### src/rtl/synth_slot_scheduler.sv
// Per-sample slot sequencer: on each LRCK_1X rising edge, walks all oscillator slots
// then all envelope slots, emitting voice/index addresses and valid strobes as clock enables.
module synth_slot_scheduler #(
    parameter int unsigned VOICES      = 8,
    parameter int unsigned V_OSC       = 4,
    parameter int unsigned V_ENVS      = 8,
    parameter int unsigned SLOT_CYCLES = 4,
    parameter int unsigned VB          = (VOICES > 1) ? $clog2(VOICES) : 1,
    parameter int unsigned OB          = (V_OSC > 1) ? $clog2(V_OSC) : 1,
    parameter int unsigned EB          = (V_ENVS > 1) ? $clog2(V_ENVS) : 1,
    parameter int unsigned PB          = (SLOT_CYCLES > 1) ? $clog2(SLOT_CYCLES) : 1
) (
    input  logic          OSC_CLK,
    input  logic          iRST,
    input  logic          LRCK_1X,
    input  logic          iENABLE,
    input  logic          iOVR_CLR,
    output logic          oFRAME_START,
    output logic          oBUSY,
    output logic          oOSC_VALID,
    output logic [VB-1:0] oOSC_VOICE,
    output logic [OB-1:0] oOSC_IDX,
    output logic          oENV_VALID,
    output logic [VB-1:0] oENV_VOICE,
    output logic [EB-1:0] oENV_IDX,
    output logic [PB-1:0] oSLOT_PHASE,
    output logic          oOVERRUN
);

    typedef enum logic [1:0] {IDLE, OSC, ENV} state_t;

    localparam logic [VB-1:0] LAST_VOICE = VB'(VOICES - 1);
    localparam logic [OB-1:0] LAST_OSC   = OB'(V_OSC - 1);
    localparam logic [EB-1:0] LAST_ENV   = EB'(V_ENVS - 1);
    localparam logic [PB-1:0] LAST_PHASE = PB'(SLOT_CYCLES - 1);

    state_t     state;
    logic       lrckSync1;
    logic       lrckSync2;
    logic       lrckPrev;
    logic [1:0] syncValid;
    logic       lrckEdge;
    logic       phaseLast;

    assign lrckEdge  = lrckSync2 & ~lrckPrev;
    assign phaseLast = (oSLOT_PHASE == LAST_PHASE);

    always_ff @(posedge OSC_CLK or posedge iRST) begin
        if (iRST) begin
            state        <= IDLE;
            lrckSync1    <= 1'b0;
            lrckSync2    <= 1'b0;
            lrckPrev     <= 1'b1;
            syncValid    <= 2'b00;
            oFRAME_START <= 1'b0;
            oBUSY        <= 1'b0;
            oOSC_VALID   <= 1'b0;
            oOSC_VOICE   <= '0;
            oOSC_IDX     <= '0;
            oENV_VALID   <= 1'b0;
            oENV_VOICE   <= '0;
            oENV_IDX     <= '0;
            oSLOT_PHASE  <= '0;
            oOVERRUN     <= 1'b0;
        end else begin
            lrckSync1 <= LRCK_1X;
            lrckSync2 <= lrckSync1;
            syncValid <= {syncValid[0], 1'b1};
            // Hold prev high until the synchroniser holds a real sample, so a level
            // already high at reset release is not mistaken for a rising edge.
            lrckPrev  <= syncValid[1] ? lrckSync2 : 1'b1;

            oFRAME_START <= 1'b0;

            if (lrckEdge && (state != IDLE)) begin
                oOVERRUN <= 1'b1;
            end else if (iOVR_CLR) begin
                oOVERRUN <= 1'b0;
            end

            case (state)
                IDLE: begin
                    if (lrckEdge && iENABLE) begin
                        state        <= OSC;
                        oFRAME_START <= 1'b1;
                        oOSC_VALID   <= 1'b1;
                        oBUSY        <= 1'b1;
                    end
                end
                OSC: begin
                    if (phaseLast) begin
                        oSLOT_PHASE <= '0;
                        if (oOSC_IDX == LAST_OSC) begin
                            oOSC_IDX <= '0;
                            if (oOSC_VOICE == LAST_VOICE) begin
                                state      <= ENV;
                                oOSC_VOICE <= '0;
                                oOSC_VALID <= 1'b0;
                                oENV_VALID <= 1'b1;
                            end else begin
                                oOSC_VOICE <= oOSC_VOICE + VB'(1);
                            end
                        end else begin
                            oOSC_IDX <= oOSC_IDX + OB'(1);
                        end
                    end else begin
                        oSLOT_PHASE <= oSLOT_PHASE + PB'(1);
                    end
                end
                ENV: begin
                    if (phaseLast) begin
                        oSLOT_PHASE <= '0;
                        if (oENV_IDX == LAST_ENV) begin
                            oENV_IDX <= '0;
                            if (oENV_VOICE == LAST_VOICE) begin
                                state      <= IDLE;
                                oENV_VOICE <= '0;
                                oENV_VALID <= 1'b0;
                                oBUSY      <= 1'b0;
                            end else begin
                                oENV_VOICE <= oENV_VOICE + VB'(1);
                            end
                        end else begin
                            oENV_IDX <= oENV_IDX + EB'(1);
                        end
                    end else begin
                        oSLOT_PHASE <= oSLOT_PHASE + PB'(1);
                    end
                end
                default: state <= IDLE;
            endcase
        end
    end

endmodule
### config.mk
export PLATFORM = sky130hd
export DESIGN_NAME = synth_slot_scheduler
export DESIGN_NICKNAME = d
export VERILOG_FILES = /design/src/rtl/synth_slot_scheduler.sv
export SDC_FILE = /design/constraint.sdc
export NUM_CORES = 1
export LEC_CHECK = 0
export BUFFER_PORTS_ARGS = -buffer_cell sky130_fd_sc_hd__buf_2
export CAP_MARGIN = 20
export CORE_MARGIN = 2
export CORE_UTILIZATION = 50
export DETAILED_ROUTE_END_ITERATION = 16
export PLACE_DENSITY = 0.76
export SETUP_SLACK_MARGIN = 0.02
export SLEW_MARGIN = 20
export SYNTH_ARGS = -nofsm -noshare
export SYNTH_HDL_FRONTEND = slang
export SYNTH_SLANG_ARGS = --single-unit
### constraint.sdc
create_clock -name OSC_CLK -period 3.32 [get_ports OSC_CLK]
set_input_delay 0.166 -clock OSC_CLK [delete_from_list [all_inputs] [get_ports OSC_CLK]]
set_output_delay 0.166 -clock OSC_CLK [all_outputs]
set_load 0.05 [all_outputs]
Word-level counts from Yosys, hierarchy flattened
Index checks and enable logic that the tools add are counted.
Widths: inputs -> output; s select.
- add/subtract/negate cells: 5
- equality and inequality tests: 14
- mux-type cells: 31
- bitwise gates (word level): 2
- reductions and logical operators: 17
- operators by type and width (cell ; number):
    $mux 2 ; 9
    $mux 1 ; 15
    $ne 2x2->1 const B ; 7
    $reduce_and 7->1 ; 2
    $reduce_and 5->1 ; 2
    $reduce_bool 2->1 ; 5
    $add 3x1->3 const B ; 3
    $eq 3x3->1 const B ; 3
    $mux 3 ; 3
    $eq 2x2->1 const B ; 3
    $pmux 1 s2 ; 3
    $pmux 2 s3 ; 1
    $reduce_and 3->1 ; 2
    $add 2x1->2 const B ; 2
    $reduce_and 2->1 ; 2
    $eq 2x1->1 const B ; 1
    $logic_and 1x1->1 ; 2
    $logic_not 2->1 ; 1
    $reduce_or 2->1 ; 1
    $and 1x1->1 ; 1
    $not 1->1 ; 1
- register bits after elaboration: 25
- bits of input ports: 5
- output and inout bits: 18
- logic and storage cells: 84

Depth between registers and ports, before layout
- depth in word-level cells: 5
- gate-level depth with buffers: 5
- depth with buffers taken out: 5

Worst setup path before layout
OpenSTA, ideal clock, no wires.
- path type: reg-to-reg
- start point: register oENV_IDX[0]
- end point: register oENV_VALID
- library setup time: 0.121 ns
- arrival: 1.689 ns
- required time: 3.199 ns
- path slack: 1.509 ns
- stages on the path, launching flop included: 6
- buffers on the path: 0
- path through: dfrtp_1 ha_1 ha_1 nand4_1 or3_1 a32o_2
- longest elaborated chain between the ends: 3
- ends and longest elaborated chain (element ; RTL line ; text):
    start, declared ; 25 ; output logic [EB-1:0] oENV_IDX,
    start signal, assigned ; 124 ; oENV_IDX <= oENV_IDX + EB'(1);
    $eq 3x3->1 ; 113 ; if (oENV_IDX == LAST_ENV) begin
    $ne 2x2->1 (no line) ; n/a ;
    $reduce_and 7->1 (no line) ; n/a ;
    end signal, assigned ; 60 ; oENV_VALID <= 1'b0;
    end signal, assigned ; 99 ; oENV_VALID <= 1'b1;
    end signal, assigned ; 118 ; oENV_VALID <= 1'b0;
    end, declared ; 23 ; output logic oENV_VALID,
Every way passes these cells.
A chain may end at the register's enable or synchronous reset.

Final worst setup path
- start point: register state[1]
- end point: register oENV_VALID
- longest elaborated chain between the ends: 3
- elaborated cells on any way between the ends: 11
- ends and longest elaborated chain (element ; RTL line ; text):
    start, declared ; 37 ; state_t state;
    start signal, assigned ; 50 ; state <= IDLE;
    start signal, assigned ; 84 ; state <= OSC;
    start signal, assigned ; 96 ; state <= ENV;
    $eq 2x1->1 / $eq 2x2->1 (equally long branches) ; 81 ; case (state)
    $ne 2x2->1 (no line) / $reduce_bool 2->1 (equally long branches) ; n/a ;
    $reduce_and 7->1 (no line) ; n/a ;
Several ways; a longest one is shown, not always the timed one.

==> metrics <==
largest net degree at the start of global routing 26; final period utilization 50.52%; post-place setup slack 1.673 ns; total power 1.216 mW; TNS Setup 0 ns; status finished clean; synthesized area per cell 12.34 µm²; combinational family with the most area after synthesis adder cells; DRT Wirelength 2136 µm; Synth Area in Simple Gates 11.36%; Compound-Gate Fraction of Synth Area 10.95%; r2r endpoint oENV_VALID; standby leakage power 0.7759 nW; core area 2276 µm²; Layout Cells excl Fill 154; crit-path max FO 6; R2R Path Start state[1]; share of post-route cells with drive strength above 1 30.16%; synthesized cell area 1234 µm²; Die ar. 2880 µm²; synthesis-to-finish area growth 13.79%; fmax 0.5962 GHz; post-synth top area share 48.68%; # diodes 0; DR pass1 iterations 4; min Tclk post-route 1.677 ns; worst-case clock buffer depth 2; most frequent cells in the layout dfrtp_1, buf_2, ha_1, inv_1, mux2_2; DRC violations left 0; Rel. slew slack 38.87%; Post-Synth Adder-Cell Area 13.18%; 1st-iter DRT viols 20; starting density of the core 54.21%; IO Port Bufs 22; post-synthesis sequential area ratio 50.81%; initial antenna violation count 0; number of nets in the layout 145; Design Area, Final 1404 µm²; critical path class reg -> reg; power density cells 866.5 nW/µm²; Final Util 61.68%; kind of start point of the critical path flip-flop; Die Height 53.67 µm; placed cell area 1368 µm²; top cells by area, synth dfrtp_1, ha_1, mux2_2; Setup crit end kind flip-flop; min setup slack post-route 1.643 ns; number of buffers created by CTS 3; Final Hold Viols 0; most common cell after layout, fill and taps aside dfrtp_1; num rows 17; hold slack 0.01783 ns; aggregate global-route resource usage 17.40%; Via density 5.526; Worst Path Arrival 1.91 ns; Pins Over Slew Limit 0; first-pass GRT wire length 3546 µm; critical path required time 3.55 ns; Gate Count Post-Synth 100; r2r setup slk 1.64 ns; # Max-Cap Violations 0; Clock Pin Slew Worst Setup and Hold Paths 0.13 ns; XOR/XNOR Fraction of Synth Area 0%; die width 53.67 µm; Final setup violation count 0; worst reg2reg path depth 5; vias after detailed routing 851; # H-tree levels 1; RSZ-0062 raised after global routing false; Hold Crit Class in -> async; Mapped Nets 118; area leader, netlist dfrtp_1; clock sink total 25; drt wl/cell 13.87 µm; VDD IR max 681.2 µV; total gr overflow 0; worst skew pair latency 0.32 ns; vias in the first global route 838; Yosys reg bits 25; clk root buf clkbuf_4; # placed instances 149; Ys Warns 0; Antenna Violating Nets Remaining 0; CTS tree built; worst-margin pin slew 0.9160 ns; GP Congestion 0.8292; DP HPWL 1593 µm; synth unique cells 29; Ports 23; worst clock skew 0.008222 ns; mux cell area share after synthesis 9.736%
==> power by group <==
| part | internal, mW | switching (mW) | leakage, nW |
|---|---|---|---|
| Clock | 0.0471 | 0.0891 | 0.0150 |
| Combinational | 0.216 | 0.418 | 0.455 |
| Sequential | 0.380 | 0.0661 | 0.306 |
==> sequential cells by signal (all words and copies together) (netlist names), 2 cells and up <==
| name | cells |
|---|---|
| oOSC_VOICE | 3 |
| oOSC_IDX | 2 |
| syncValid | 2 |
| oSLOT_PHASE | 2 |
| oENV_IDX | 3 |
| state | 2 |
| oENV_VOICE | 3 |
==> kinds of logic after synthesis <==
group                    count (synthesis)
adder cells (fa/ha/maj)                 13
AO/OA/AOI/OAI                           18
other                                    1
buffers and inverters                   10
flip-flops                              25
multiplexers                            11
AND/OR/NAND/NOR                         22
==> layout make-up <==
type | instances | area [µm²]
Multi-Input combinational cell | 65 | 561.8
Tap cell | 28 | 35.03
Clock buffer | 4 | 26.28
Fill cell | 190 | 872.1
Sequential cell | 25 | 626.9
Timing Repair Buffer | 23 | 120.1
Inverter | 9 | 33.78
==> critical path: stages, from the launching register on <==
cell and delay (ns):
dfrtp_1 0.43, inv_1 0.12, ha_1 0.26, nor2b_4 0.17
or3_1 0.37, a32o_2 0.22
==> worst max path at each step <==
stage | end | slack (ns) | from | cells past startpoint
2_1_floorplan | oENV_VALID | 1.51 | oENV_IDX[0] | 5
3_3_place_gp | oENV_VALID | 1.74 | state[1] | 5
3_5_place_dp | oENV_VALID | 1.67 | state[1] | 5
4_1_cts | oENV_VALID | 1.66 | state[1] | 5
5_1_grt | oOSC_VALID | 1.55 | state[0] | 5
6_report | oENV_VALID | 1.64 | state[1] | 5
==> cells in the mapped netlist, drive strengths merged <==
library cell  instances
mux2i                 3
nor2                  1
mux2                  8
inv                   9
nand3                 3
dfstp                 1
nand2                 4
o211ai                2
a21boi                1
ha                   13
or3                   1
and2                  2
a32oi                 2
a211o                 1
o21ai                 5
nor3                  4
a32o                  1
nand2b                2
conb                  1
o32ai                 1
a211oi                1
nand4b                1
nand4                 1
and3                  1
dfrtp                24
a21o                  4
nor2b                 1
buf                   1
nand3b                1
==> what timing repair did <==
item / CTS / global route
resized for setup: 0 / 0
hold buffers: 1 / 0
hold endpoints to repair: 1 / 0
setup buffers: 0 / 0
setup endpoints to repair: 0 / 0
==> layer usage <==
metal  wire length (µm)  up-vias  global-route usage, %
li1                   -      412                      -
met1                902      414                  19.61
met2               1108       20                  30.08
met3                 75        5                  3.333
met4                 50        0                  10.68
met5                  0        -                      0
No activity file was read; power rests on OpenSTA's default activity.
